==> src/rtl/seven_seg_scan_controller_pkg.sv <==
// Shared display definitions: scan state encoding, blank segment value and hex segment table.
// Bit order of every segment word is g..a (bit6..bit0), active-high.
package seven_seg_scan_controller_pkg;

    typedef enum logic [1:0] {
        ST_IDLE  = 2'd0,
        ST_BLANK = 2'd1,
        ST_DRIVE = 2'd2
    } scan_state_t;

    localparam logic [6:0] SEG_OFF = 7'b0000000;

    // Entry [n] is the glyph for hex digit n; listed from F down to 0.
    localparam logic [15:0][6:0] HEX_SEG_TABLE = {
        7'h71, 7'h79, 7'h5E, 7'h39, 7'h7C, 7'h77, 7'h6F, 7'h7F,
        7'h07, 7'h7D, 7'h6D, 7'h66, 7'h4F, 7'h5B, 7'h06, 7'h3F
    };

    // Counter width able to hold 0..max(a,b)-1, never narrower than one bit.
    function automatic int cnt_width(input int a, input int b);
        int m;
        m = (a > b) ? a : b;
        if (m < 2) return 1;
        return $clog2(m);
    endfunction

endpackage

==> src/rtl/seven_seg_scan_controller_decoder.sv <==
// Combinational 4-bit hex to seven-segment decoder (g..a, active-high).
// Zero latency, no flow control.
module hex_seven_seg_decoder
    import seven_seg_scan_controller_pkg::*;
(
    input  logic [3:0] nibble,
    output logic [6:0] seg
);

    assign seg = HEX_SEG_TABLE[nibble];

endmodule

==> src/rtl/seven_seg_scan_controller_scan_timer.sv <==
// Cycle counter with synchronous clear/load and a terminal-count compare.
// tc is combinational from the registered count; no flow control.
module scan_timer #(
    parameter int WIDTH = 16
) (
    input  logic             clk,
    input  logic             rst,
    input  logic             clear,
    input  logic             load,
    input  logic [WIDTH-1:0] load_value,
    input  logic [WIDTH-1:0] terminal,
    output logic             tc
);

    logic [WIDTH-1:0] count;

    always_ff @(posedge clk) begin
        if (rst) begin
            count <= '0;
        end else if (clear) begin
            count <= '0;
        end else if (load) begin
            count <= load_value;
        end else begin
            count <= count + 1'b1;
        end
    end

    assign tc = (count == terminal);

endmodule

==> src/rtl/seven_seg_scan_controller.sv <==
// Multiplexed seven-segment scan with double-buffered value, guard blanking and leading-zero suppression.
// Outputs registered, one cycle behind the scan state; loads always accepted, no backpressure.
module seven_seg_scan_controller
    import seven_seg_scan_controller_pkg::*;
#(
    parameter int NUM_DIGITS     = 4,
    parameter int CLKS_PER_DIGIT = 50000,
    parameter int BLANK_CLKS     = 500
) (
    input  logic                    i_CLK,
    input  logic                    i_RST,
    input  logic                    i_ENABLE,
    input  logic [4*NUM_DIGITS-1:0] i_VALUE,
    input  logic                    i_LOAD,
    input  logic                    i_BLANK_LZ,
    output logic                    o_LOAD_ACK,
    output logic [6:0]              o_SEVEN_SEG,
    output logic [NUM_DIGITS-1:0]   o_DIGIT_EN,
    output logic                    o_FRAME_DONE
);

    localparam int CNT_W = cnt_width(CLKS_PER_DIGIT, BLANK_CLKS);
    localparam int IDX_W = (NUM_DIGITS > 1) ? $clog2(NUM_DIGITS) : 1;

    localparam logic [CNT_W-1:0] DRIVE_LAST = CNT_W'(CLKS_PER_DIGIT - 1);
    localparam logic [CNT_W-1:0] BLANK_LAST = CNT_W'((BLANK_CLKS > 0) ? BLANK_CLKS - 1 : 0);
    localparam logic [IDX_W-1:0] LAST_IDX   = IDX_W'(NUM_DIGITS - 1);
    localparam scan_state_t      SLOT_ENTRY = (BLANK_CLKS == 0) ? ST_DRIVE : ST_BLANK;

    scan_state_t                 state;
    logic [IDX_W-1:0]            idx;
    logic [NUM_DIGITS-1:0][3:0]  shadow;
    logic [NUM_DIGITS-1:0][3:0]  active;
    logic                        pending;

    logic                        tc;
    logic                        timer_clear;
    logic [CNT_W-1:0]            terminal;
    logic [3:0]                  nibble;
    logic [6:0]                  seg;
    logic [NUM_DIGITS-1:0]       nz_above;
    logic                        shown;
    logic [NUM_DIGITS-1:0]       en_mask;

    // Any slot end or leaving the scan restarts the count from zero.
    assign timer_clear = (state == ST_IDLE) || !i_ENABLE || tc;
    assign terminal    = (state == ST_BLANK) ? BLANK_LAST : DRIVE_LAST;

    scan_timer #(
        .WIDTH (CNT_W)
    ) u_timer (
        .clk        (i_CLK),
        .rst        (i_RST),
        .clear      (timer_clear),
        .load       (1'b0),
        .load_value ({CNT_W{1'b0}}),
        .terminal   (terminal),
        .tc         (tc)
    );

    assign nibble = active[idx];

    hex_seven_seg_decoder u_dec (
        .nibble (nibble),
        .seg    (seg)
    );

    // nz_above[k] is set when any of nibbles k..NUM_DIGITS-1 is non-zero.
    always_comb begin
        nz_above = '0;
        nz_above[NUM_DIGITS-1] = |active[NUM_DIGITS-1];
        for (int k = NUM_DIGITS - 2; k >= 0; k--) begin
            nz_above[k] = nz_above[k+1] | (|active[k]);
        end
    end

    assign shown   = (idx == '0) || !i_BLANK_LZ || nz_above[idx];
    assign en_mask = NUM_DIGITS'(1) << idx;

    always_ff @(posedge i_CLK) begin
        if (i_RST) begin
            state        <= ST_IDLE;
            idx          <= '0;
            shadow       <= '0;
            active       <= '0;
            pending      <= 1'b0;
            o_LOAD_ACK   <= 1'b0;
            o_SEVEN_SEG  <= SEG_OFF;
            o_DIGIT_EN   <= '0;
            o_FRAME_DONE <= 1'b0;
        end else begin
            o_LOAD_ACK   <= i_LOAD;
            o_FRAME_DONE <= 1'b0;
            o_SEVEN_SEG  <= SEG_OFF;
            o_DIGIT_EN   <= '0;

            if (i_LOAD) begin
                shadow  <= i_VALUE;
                pending <= 1'b1;
            end

            if (!i_ENABLE) begin
                state <= ST_IDLE;
                idx   <= '0;
            end else begin
                case (state)
                    ST_IDLE: begin
                        state <= SLOT_ENTRY;
                        idx   <= '0;
                        if (pending) begin
                            active <= shadow;
                            if (!i_LOAD) pending <= 1'b0;
                        end
                    end
                    ST_BLANK: begin
                        if (tc) state <= ST_DRIVE;
                    end
                    ST_DRIVE: begin
                        if (shown) begin
                            o_DIGIT_EN  <= en_mask;
                            o_SEVEN_SEG <= seg;
                        end
                        if (tc) begin
                            state <= SLOT_ENTRY;
                            if (idx == LAST_IDX) begin
                                idx          <= '0;
                                o_FRAME_DONE <= 1'b1;
                                // A load on this edge keeps its value pending for the next frame.
                                if (pending) begin
                                    active <= shadow;
                                    if (!i_LOAD) pending <= 1'b0;
                                end
                            end else begin
                                idx <= idx + 1'b1;
                            end
                        end
                    end
                    default: state <= ST_IDLE;
                endcase
            end
        end
    end

endmodule

==> config.mk <==
export PLATFORM = sky130hd
export DESIGN_NAME = seven_seg_scan_controller
export DESIGN_NICKNAME = d
export VERILOG_FILES = /design/src/rtl/seven_seg_scan_controller_pkg.sv /design/src/rtl/seven_seg_scan_controller_decoder.sv /design/src/rtl/seven_seg_scan_controller_scan_timer.sv /design/src/rtl/seven_seg_scan_controller.sv
export SDC_FILE = /design/constraint.sdc
export NUM_CORES = 1
export LEC_CHECK = 0
export ABC_AREA = 1
export BUFFER_PORTS_ARGS = -buffer_cell sky130_fd_sc_hd__buf_2
export CORE_UTILIZATION = 28
export CTS_CLUSTER_DIAMETER = 200
export DETAILED_ROUTE_END_ITERATION = 7
export SYNTH_ARGS = -nofsm -noshare
export SYNTH_HDL_FRONTEND = slang
export SYNTH_HIERARCHICAL = 1
export SYNTH_SLANG_ARGS = --single-unit
==> constraint.sdc <==
create_clock -name i_CLK -period 2.8 [get_ports i_CLK]
set_input_delay 0.56 -clock i_CLK [delete_from_list [all_inputs] [get_ports i_CLK]]
set_output_delay 0.56 -clock i_CLK [all_outputs]
set_load 0.01 [all_outputs]
Word level (Yosys, flattened, before mapping):

Memories as Yosys holds them, arrays and structs flattened. A register that Yosys moved wholly into a read port is not among the register bits.
Index checks and enable logic that the tools add are counted.
Widths: inputs -> output; s select.

* shifts and indexed selects: 1
* mux-type cells: 23
* add/sub/neg operators: 2
* reduce and logical (&&, ||, !) cells: 20
* $lt $le $gt $ge: 1
* multiply operators: 0
* equality and inequality tests: 7
* bitwise logic cells: 7
* div/mod/pow operators: 0

Operators by type and width (count)
* $mux 16: 4
* $pmux 16 s2: 1
* $reduce_or 4->1: 6
* $add 16x1->16 const B: 1
* $eq 16x16->1: 1
* $bmux 4 s2: 1
* $mux 1: 8
* $mux 2: 4
* $ne 2x2->1 const B: 3
* $pmux 2 s3: 1
* $eq 2x2->1 const B: 2
* $logic_not 2->1: 2
* $logic_or 1x1->1: 4
* $mux 4: 1
* $not 1->1: 4
* $pmux 2 s2: 1
* $reduce_and 2->1: 2
* $reduce_and 4->1: 1
* $reduce_or 2->1: 2
* $shl 1x2->4 const A: 1
* $lt 2x3->1 const B: 1
* $or 1x1->1: 3
* $add 2x1->2 const B: 1
* $bmux 1 s2: 1
* other kinds (4): 5

* logic and storage cells: 77
* memories: 1
* memory bits (writable): 0
* ROM bits: 112
* latch bits: 0
* flip-flop bits (word level): 59

Memory list
* (name not given): words 16, width 7, read ports 1, clocked after memory_dff 1, wr ports 0, RTL line seven_seg_scan_controller_decoder.sv:10 `assign seg = HEX_SEG_TABLE[nibble];`

Logic depth before layout (Yosys ltp):

Gate-level depths: netlist of the first run.

* depth in word-level cells: 9
* depth in mapped cells: 17
* gate-level depth less buffers: 16

By module:

The synthesis of the first run kept the hierarchy.

By module, submodules not included
* seven_seg_scan_controller: times used 1, cells an instance 271, area an instance 2013.2 um^2, sequential area each 1001.0 um^2
* scan_timer: times used 1, cells an instance 190, area an instance 1207.4 um^2, sequential area each 320.3 um^2
* hex_seven_seg_decoder: times used 1, cells an instance 54, area an instance 285.3 um^2, sequential area each 0.0 um^2

Worst setup path after synthesis of the first run:

No wires, ideal clock.

* kind: reg-to-reg
* start point: register state[0]
* end point: register active[10] (netlist bit)
* data arrival time: 2.319 ns
* setup time: 0.113 ns
* path slack: 0.368 ns
* cell stages (with the launch flop): 16
* cell sequence: dfxtp_1 > inv_1 > nor2_1 > inv_1 > xor2_1 > nor3_1 > nand2_1 > nor2_1 > inv_2 > nand2_2 > inv_2 > nor2_8 > nand3_4 > clkbuf_8 > nor2_1 > nor2_1

* word-level cells in the longest chain between the ends: 5
* elaborated cells on any way between the ends: 10
* classes of those cells: eq/ne: 5; mux: 2; reduce/logical: 3

Ends and longest elaborated chain
* start, declared: RTL line seven_seg_scan_controller.sv:30 `scan_state_t state;`
* start signal, assigned: RTL line seven_seg_scan_controller.sv:82 `state <= ST_IDLE;`
* start signal, assigned: RTL line seven_seg_scan_controller.sv:103 `state <= ST_IDLE;`
* start signal, assigned: RTL line seven_seg_scan_controller.sv:108 `state <= SLOT_ENTRY;`
* $eq 2x1->1: RTL line seven_seg_scan_controller.sv:47 `assign terminal = (state == ST_BLANK) ? BLANK_LAST : DRIVE_LAST;`
* $mux 16: RTL line seven_seg_scan_controller.sv:47
* via terminal[4]: RTL line seven_seg_scan_controller.sv:38 `logic [CNT_W-1:0] terminal;`
* $eq 16x16->1: RTL line seven_seg_scan_controller_scan_timer.sv:29 `assign tc = (count == terminal);`
* via tc: RTL line seven_seg_scan_controller.sv:36 `logic tc;`
* $ne 2x2->1 (no source line)
* $reduce_and 4->1 (no source line)
* end signal, assigned: RTL line seven_seg_scan_controller.sv:111 `active <= shadow;`
* end signal, assigned: RTL line seven_seg_scan_controller.sv:130 `active <= shadow;`
* end, declared: RTL line seven_seg_scan_controller.sv:33 `logic [NUM_DIGITS-1:0][3:0] active;`

The timed path passes the listed nets, and every way through them passes these cells.
A chain may end at the register's enable or synchronous reset.

Final worst setup path of the first run:

* start point: register state[0]
* end point: register active[9] (netlist bit)

The elaborated chain is that of the path after synthesis.

==> results of run 1 <==
## final timing paths
path | to | slack (ps) | cells past startpoint
max reg2reg | active[9] | 410 | 15
min | shadow[11] | 450 | 3
max | active[9] | 410 | 15
min reg2reg | active[4] | 490 | 2
## tightest hold or removal path, cell delays in order
cell    delay (ps)
buf_2           80
nor2_1          30
nor2_1          80
## power by group through the flow
| stage | combinational, W | clock (W) | sequential (W) |
|---|---|---|---|
| 2_1_floorplan | 0.000153 | 0 | 0.00102 |
| 3_3_place_gp | 0.000188 | 0 | 0.00102 |
| 3_5_place_dp | 0.000194 | 0 | 0.00102 |
| 4_1_cts | 0.000196 | 0.00116 | 0.00100 |
| 5_1_grt | 0.000232 | 0.00120 | 0.00101 |
| 6_report | 0.000200 | 0.00114 | 0.00101 |
## metal layers
metal	part of all wire [%]	track usage [%]
met1	49	15.0
met2	46	20.9
met3	3.0	2.98
met4	1.8	5.71
met5	0	0
## cell usage after synthesis, drive strengths merged (3+ instances only)
library cell / number
nand2: 116
xnor2: 12
nor2: 125
a21oi: 15
nand3: 22
nor3: 3
clkbuf: 7
buf: 7
nand4: 8
inv: 67
dfxtp: 66
o21ai: 32
ha: 10
o221ai: 4
xor2: 9
## cell type report
cell class                      instances  area [sq um]  share of cell area [%]
Inverter                               68           258                    6.06
Sequential cell                        66          1320                    31.1
Clock inverter                          6          66.3                    1.56
Tap cell                              168           210                    4.94
Timing Repair Buffer                   36           188                    4.41
Clock buffer                           10           239                    5.62
Multi-Input combinational cell        399          1970                    46.3
## through the flow
step	cell area (sq um)	power (W)	setup slack, ps	hold WS (ps)	util [%]
6_report	4250	0.00234	415	452	35.1
3_3_place_gp	3930	0.00121	421	468	32.4
5_1_grt	4250	0.00244	113	457	35.1
2_1_floorplan	3620	0.00117	368	442	-
3_5_place_dp	3930	0.00122	216	467	32.4
4_1_cts	4230	0.00236	217	442	35.0
## cell families after synthesis
family                   after synthesis  synth area share [%]
AO/OA/AOI/OAI                         56                  9.10
XOR/XNOR                              21                  5.25
adder cells (fa/ha/maj)               10                  3.57
buffers and inverters                 82                  9.96
flip-flops                            66                  37.7
other                                  2                 0.214
AND/OR/NAND/NOR                      278                  34.2
## sequential cells by signal, indices dropped and copies added, names as in the netlist
name           cells
active            16
u_timer/count     16
state              2
o_SEVEN_SEG        7
o_DIGIT_EN         4
shadow            16
idx                2
pending            1
o_LOAD_ACK         1
o_FRAME_DONE       1
## repair_timing
| action | CTS | global route |
|---|---|---|
| resized for setup | 0 | 2 |
| hold endpoints to repair | 0 | 0 |
| setup endpoints to repair | 0 | 15 |
==> metrics.txt, run 1 <==
ANT nets after route 0; power share of the combinational group 8.5%; remaining global-route overflow 0; kind of capture point of the worst setup path flip-flop; commonest cells after routing, fill and taps aside 118 x nor2_1, 108 x nand2_1, 65 x dfxtp_1; antenna violations before repair 0; RSZ-0062 raised after global routing false; Fmax achieved 419 MHz; proportion of synthesized chip area in sequential cells 37.7%; setup total negative slack 0 ps; top cell family by delay on the critical path simple AND/OR/NAND/NOR gates; final worst clock skew 6.66 ps; transition time at the pin with the least slew margin 766 ps; GRT Util Overall 12.4%; clock tree from TritonCTS yes; Num CTS Buffers 9; critical path launch point type flip-flop; via count of the first global-routing pass 2911; number of slew-limit violations in the final report 0; clock transition at the registers of the reported paths 60 ps; routed length per placed instance 10.1 microns; syn avg cell area 6.81 sq um; total setup violations reported at the end of the flow 0; diode insertion count for antenna repair 0; largest cells by area after synthesis dfxtp_1 38%, nor2_1 13%, nand2_1 12%; clock share of power 48.6%; Syn-to-layout area delta 21.3%; share of total power consumed by net switching 24.6%; worst hold path class in -> reg; worst-case clock buffer depth 2; layout cells sized above 1 13.8%; Power per Cell Area 551 nW/um^2; effective utilization at floorplan 28.9%; proportion of register bits with asynchronous set or reset after synthesis 0%; final number of hold-violating endpoints 0; most used flip-flop cell after synthesis dfxtp_1; overall die height 114 microns; PortBufs 33; cell with the largest stage delay on the worst path dfxtp_2; depth of the CTS H-tree 3; non-filler cells in the finished layout 753; Tmin final 2390 ps; hold-fix buffer count after cts 0; largest net degree at the start of global routing 30; data required time at the worst endpoint 3070 ps; startpoint of the most critical setup path state[0]; Post-CTS Setup Bufs 0; placed wire-length estimate 5.60 mm; Yosys warnings 6; critical-path maximum fanout 14; final worst path period share 85.2%; internal power 0.00177 W; Die Span X 114 microns; Cell Area, Synth 3510 sq um; Leakage 2.08 nW; portion of synthesized cell area occupied by the leading cell type 37.7%; Vias per Instance 4.14; area of the die 13000 sq um; global-route wire length before repair 12.9 mm; fillers 1323; register bit total from synthesis 66; number of clock sinks 66; number of ports placed on the die boundary 34; cell at the root of the clock tree clkbuf_16; Core Area 12100 sq um; number of buffers and inverters on the critical path 4; Iteration-0 DRC Markers 139; library cell occupying the most area in the post-synthesis netlist dfxtp_1; power spent charging and discharging nets 0.000576 W; DRC viols 0; leading cell type in the layout, fill and taps excluded nor2_1; distinct cell type count after synthesis 40; outcome complete, no violations; total routed wirelength 7.63 mm; last weighted congestion value of the routability-driven placer 0.818; Hold Startpoint i_VALUE[11]; via total after detailed routing 3115; class of the most critical setup path reg -> reg; Syn Inst Count 515; Cells after DPL 736; EDFF count, synth 0; total iterations of the first detailed-routing run 4; Net count, final 611; number of placement rows 40; launch instance of the worst register-to-register path state[0]; # Max-Cap Violations 0; clock latency reported for the late side of the worst-skew pair 330 ps; relative slew slack 48.9%; sequential share of power 42.9%; data arrival time of the critical path 2650 ps; peak supply drop 0.194 mV; CP peak stage delay 410 ps; critical path cell sequence inv_1 -> nor2_1 -> inv_1 -> xor2_1 -> nor3_1 -> nand2_1 -> nor2_1 -> inv_2 -> nand2_2 -> inv_2 -> nor2_8 -> nand3_4 -> nand2_1 -> nand2_1 -> nor2_1
(Power assumes the default switching activity.)
==> inputs of run 2 (changes only) <==
--- a/config.mk
+++ b/config.mk
@@ -10,7 +10,8 @@
 export CORE_UTILIZATION = 28
 export CTS_CLUSTER_DIAMETER = 200
 export DETAILED_ROUTE_END_ITERATION = 7
+export HOLD_SLACK_MARGIN = 0.03
+export RECOVER_POWER = 100
 export SYNTH_ARGS = -nofsm -noshare
 export SYNTH_HDL_FRONTEND = slang
-export SYNTH_HIERARCHICAL = 1
 export SYNTH_SLANG_ARGS = --single-unit
==> run 2 against run 1 <==
Net effect: via count down 13%; critical path type unchanged; clock power about the same; clock skew up 4.9 ps; critical path depth down 7; sequential power about the same; cell count down 19%; combinational power down 17%; largest cell class unchanged; non-clock buffer count down 2; final area down 14%.
==> metrics.txt, run 2 <==
outcome complete, no violations; distinct cell type count after synthesis 37 (-7.5%); # Max-Cap Violations 0 (unchanged); syn nets 465; power spent charging and discharging nets 0.000578 W (+0.35%); power share of the combinational group 7.2% (-1.3 points); number of clock sinks 66 (unchanged); most instantiated cells after synthesis 73 x nand2_1, 66 x dfxtp_1, 54 x nor2_1; DRC viols 0 (unchanged); last weighted congestion value of the routability-driven placer 0.834 (+1.9%); routed length per placed instance 10.6 microns (+5.0%); clock share of power 50.1% (+1.5 points); RSZ-0062 raised after global routing false; final worst path period share 78.5% (-6.7 points); placed wire-length estimate 4.61 mm (-18%); total setup violations reported at the end of the flow 0 (unchanged); overall die height 108 microns (-4.9%); Worst Reg-to-Reg Cells 8 (-7); largest cells by area after synthesis dfxtp_1 42%, nand2_1 8.7%, a21oi_1 7.8%; Syn-to-layout area delta 15.6%; clock tree from TritonCTS yes; post-layout util 33.5% (-1.7 points); class of the most critical setup path reg -> reg; clock latency reported for the late side of the worst-skew pair 330 ps (about the same); most used flip-flop cell after synthesis dfxtp_1; xor and xnor fraction of the mapped netlist area 1.38% (-3.9 points); register bit total from synthesis 66 (unchanged); share of the synthesized area in compound gates (AO/OA/AOI/OAI) 13.4% (+4.3 points); cell at the root of the clock tree clkbuf_16; PortBufs 33 (unchanged); Syn Inst Count 434 (-16%); Crit Reg-Reg Endpoint o_SEVEN_SEG[3]; via total after detailed routing 2696 (-13%); Net count, final 495 (-19%); remaining global-route overflow 0 (unchanged); CP peak stage delay 580 ps (+170 ps); final number of hold-violating endpoints 0 (unchanged); number of cells upsized or downsized after cts 0 (unchanged); portion of synthesized cell area occupied by the leading cell type 41.8% (+4.1 points); critical path cell sequence nand2_1 -> o221ai_1 -> inv_1 -> ha_1 -> nand2_1 -> nand2_1 -> o21ai_0 -> nor2_1; most frequent cell after synthesis nand2_1; Num CTS Buffers 9 (unchanged); EDFF count, synth 0 (unchanged); worst hold path class reg -> reg; critical path launch point type flip-flop; Power per Cell Area 634 nW/um^2 (+15%); kind of capture point of the worst setup path flip-flop; global-route wire length before repair 11.2 mm (-13%); Vias per Instance 4.43 (+7.0%); Iteration-0 DRC Markers 97 (-30%); effective utilization at floorplan 28.9% (about the same); Final Power 0.00232 W (-0.97%); Fin Hold WS 446 ps (-5.79 ps); most used cell along the critical path nand2_1; leading cell type in the layout, fill and taps excluded nand2_1; combinational family with the most area after synthesis simple AND/OR/NAND/NOR gates; Tmin final 2200 ps (-188 ps); diode insertion count for antenna repair 0 (unchanged); Fmax achieved 455 MHz (+8.6%); worst hold path endpoint u_timer.count[0]; data required time at the worst endpoint 3010 ps (-60 ps); number of stages on the worst hold path 1 (-2); commonest cells after routing, fill and taps aside 75 x nand2_1, 66 x dfxtp_1, 55 x nor2_1; number of placement rows 38 (-5.0%); critical-path maximum fanout 11 (-3); share of total power consumed by net switching 24.9% (+0.33 points); relative slew slack 44.0% (-4.9 points); Leakage 1.47 nW (-29%); setup total negative slack 0 ps (unchanged); number of slew-limit violations in the final report 0 (unchanged); final worst clock skew 11.6 ps (+4.89 ps); cell with the largest stage delay on the worst path dfxtp_1; GRT Util Overall 12.1% (-0.31 points); total routed wirelength 6.48 mm (-15%); data arrival time of the critical path 2410 ps (-240 ps); post-synthesis simple-gate area fraction 29.0% (-5.2 points); library cell occupying the most area in the post-synthesis netlist dfxtp_1; Hold Startpoint u_timer.count[0]; launch instance of the worst register-to-register path idx[0]; non-filler cells in the finished layout 609 (-19%); Cells after DPL 593 (-19%); Post-CTS Setup Bufs 0 (unchanged); proportion of synthesized chip area in sequential cells 41.8% (+4.1 points); layout cells sized above 1 13.0% (-0.84 points); clock transition at the registers of the reported paths 60 ps (about the same); syn avg cell area 7.29 sq um (+7.1%); largest registers active (16), shadow (16), u_timer.count (16); Die Span X 108 microns (-4.9%); total iterations of the first detailed-routing run 4 (unchanged); internal power 0.00174 W (-1.4%); Core Area 10900 sq um (-9.7%); minimum setup slack among reg-to-reg paths 600 ps (+190 ps); post-synthesis mux area share 0% (unchanged); adder and majority cell fraction of the synthesized area 3.95% (+0.39 points); largest net degree at the start of global routing 35 (+17%); number of ports placed on the die boundary 34 (unchanged); proportion of register bits with asynchronous set or reset after synthesis 0% (unchanged); Yosys warnings 0 (-6); via count of the first global-routing pass 2488 (-15%); hold-fix buffer count after cts 0 (unchanged); sequential share of power 42.7% (-0.2 points); transition time at the pin with the least slew margin 839 ps (+73.0 ps); ANT nets after route 0 (unchanged); peak supply drop 0.356 mV (+84%); worst-case clock buffer depth 2 (unchanged); antenna violations before repair 0 (unchanged); depth of the CTS H-tree 3 (unchanged); Cell Area, Synth 3160 sq um (-9.7%); area of the die 11700 sq um (-9.6%)
run 2: worst max-delay path by stage:
stage,startpoint,endpoint,slack [ps],cells after the start
after floorplan,idx[0],o_SEVEN_SEG[3],1060,10
after global placement,idx[0],o_SEVEN_SEG[3],820,8
after detailed placement,idx[0],o_SEVEN_SEG[3],740,8
after CTS,idx[0],o_SEVEN_SEG[3],720,8
after global routing,idx[0],o_SEVEN_SEG[3],430,8
final,idx[0],o_SEVEN_SEG[3],600,8
run 2: final cells by class:
type	instances	area (sq um)
fill	1199	7280
clock inverter	7	82.6
multi-input combinational	295	1480
timing repair buffer	34	154
tap	140	175
clock buffer	9	225
sequential	66	1320
inverter	58	220
run 2: power groups by stage:
stage                     logic (W)  registers, W  clock network, W
final                      0.000167      0.000991           0.00116
after CTS                  0.000171      0.000991           0.00119
after floorplan            0.000132       0.00101                 0
after global placement     0.000166       0.00101                 0
after detailed placement   0.000171       0.00101                 0
after global routing       0.000195      0.000995           0.00123
run 2: layer usage:
layer	up-vias	wire length, microns	GRT usage (%)
met5	-	0	0
met3	15	292	3.13
met1	1156	3530	16.5
li1	1455	-	-
met2	70	2500	17.6
met4	0	156	6.18
run 2: kinds of logic (layout without fill, tap and decap cells):
family,count (synthesis),in the layout
simple gates,200,200
compound gates,80,80
xor+xnor,5,5
buf+inv,73,108
flops,66,66
fa+ha+maj,10,10
run 2: per-stage QoR:
step | area (sq um) | worst slack, ps
3_5_place_dp | 3400 | 744
2_1_floorplan | 3160 | 1060
5_1_grt | 3660 | 426
6_report | 3660 | 603
4_1_cts | 3710 | 715
3_3_place_gp | 3400 | 823
run 2: critical path, delay by kind of cell (launching register included):
family / cells / cell delay [ps]
simple gates: 4 / 380
flops: 1 / 580
buf+inv: 1 / 180
compound gates: 2 / 590
fa+ha+maj: 1 / 330
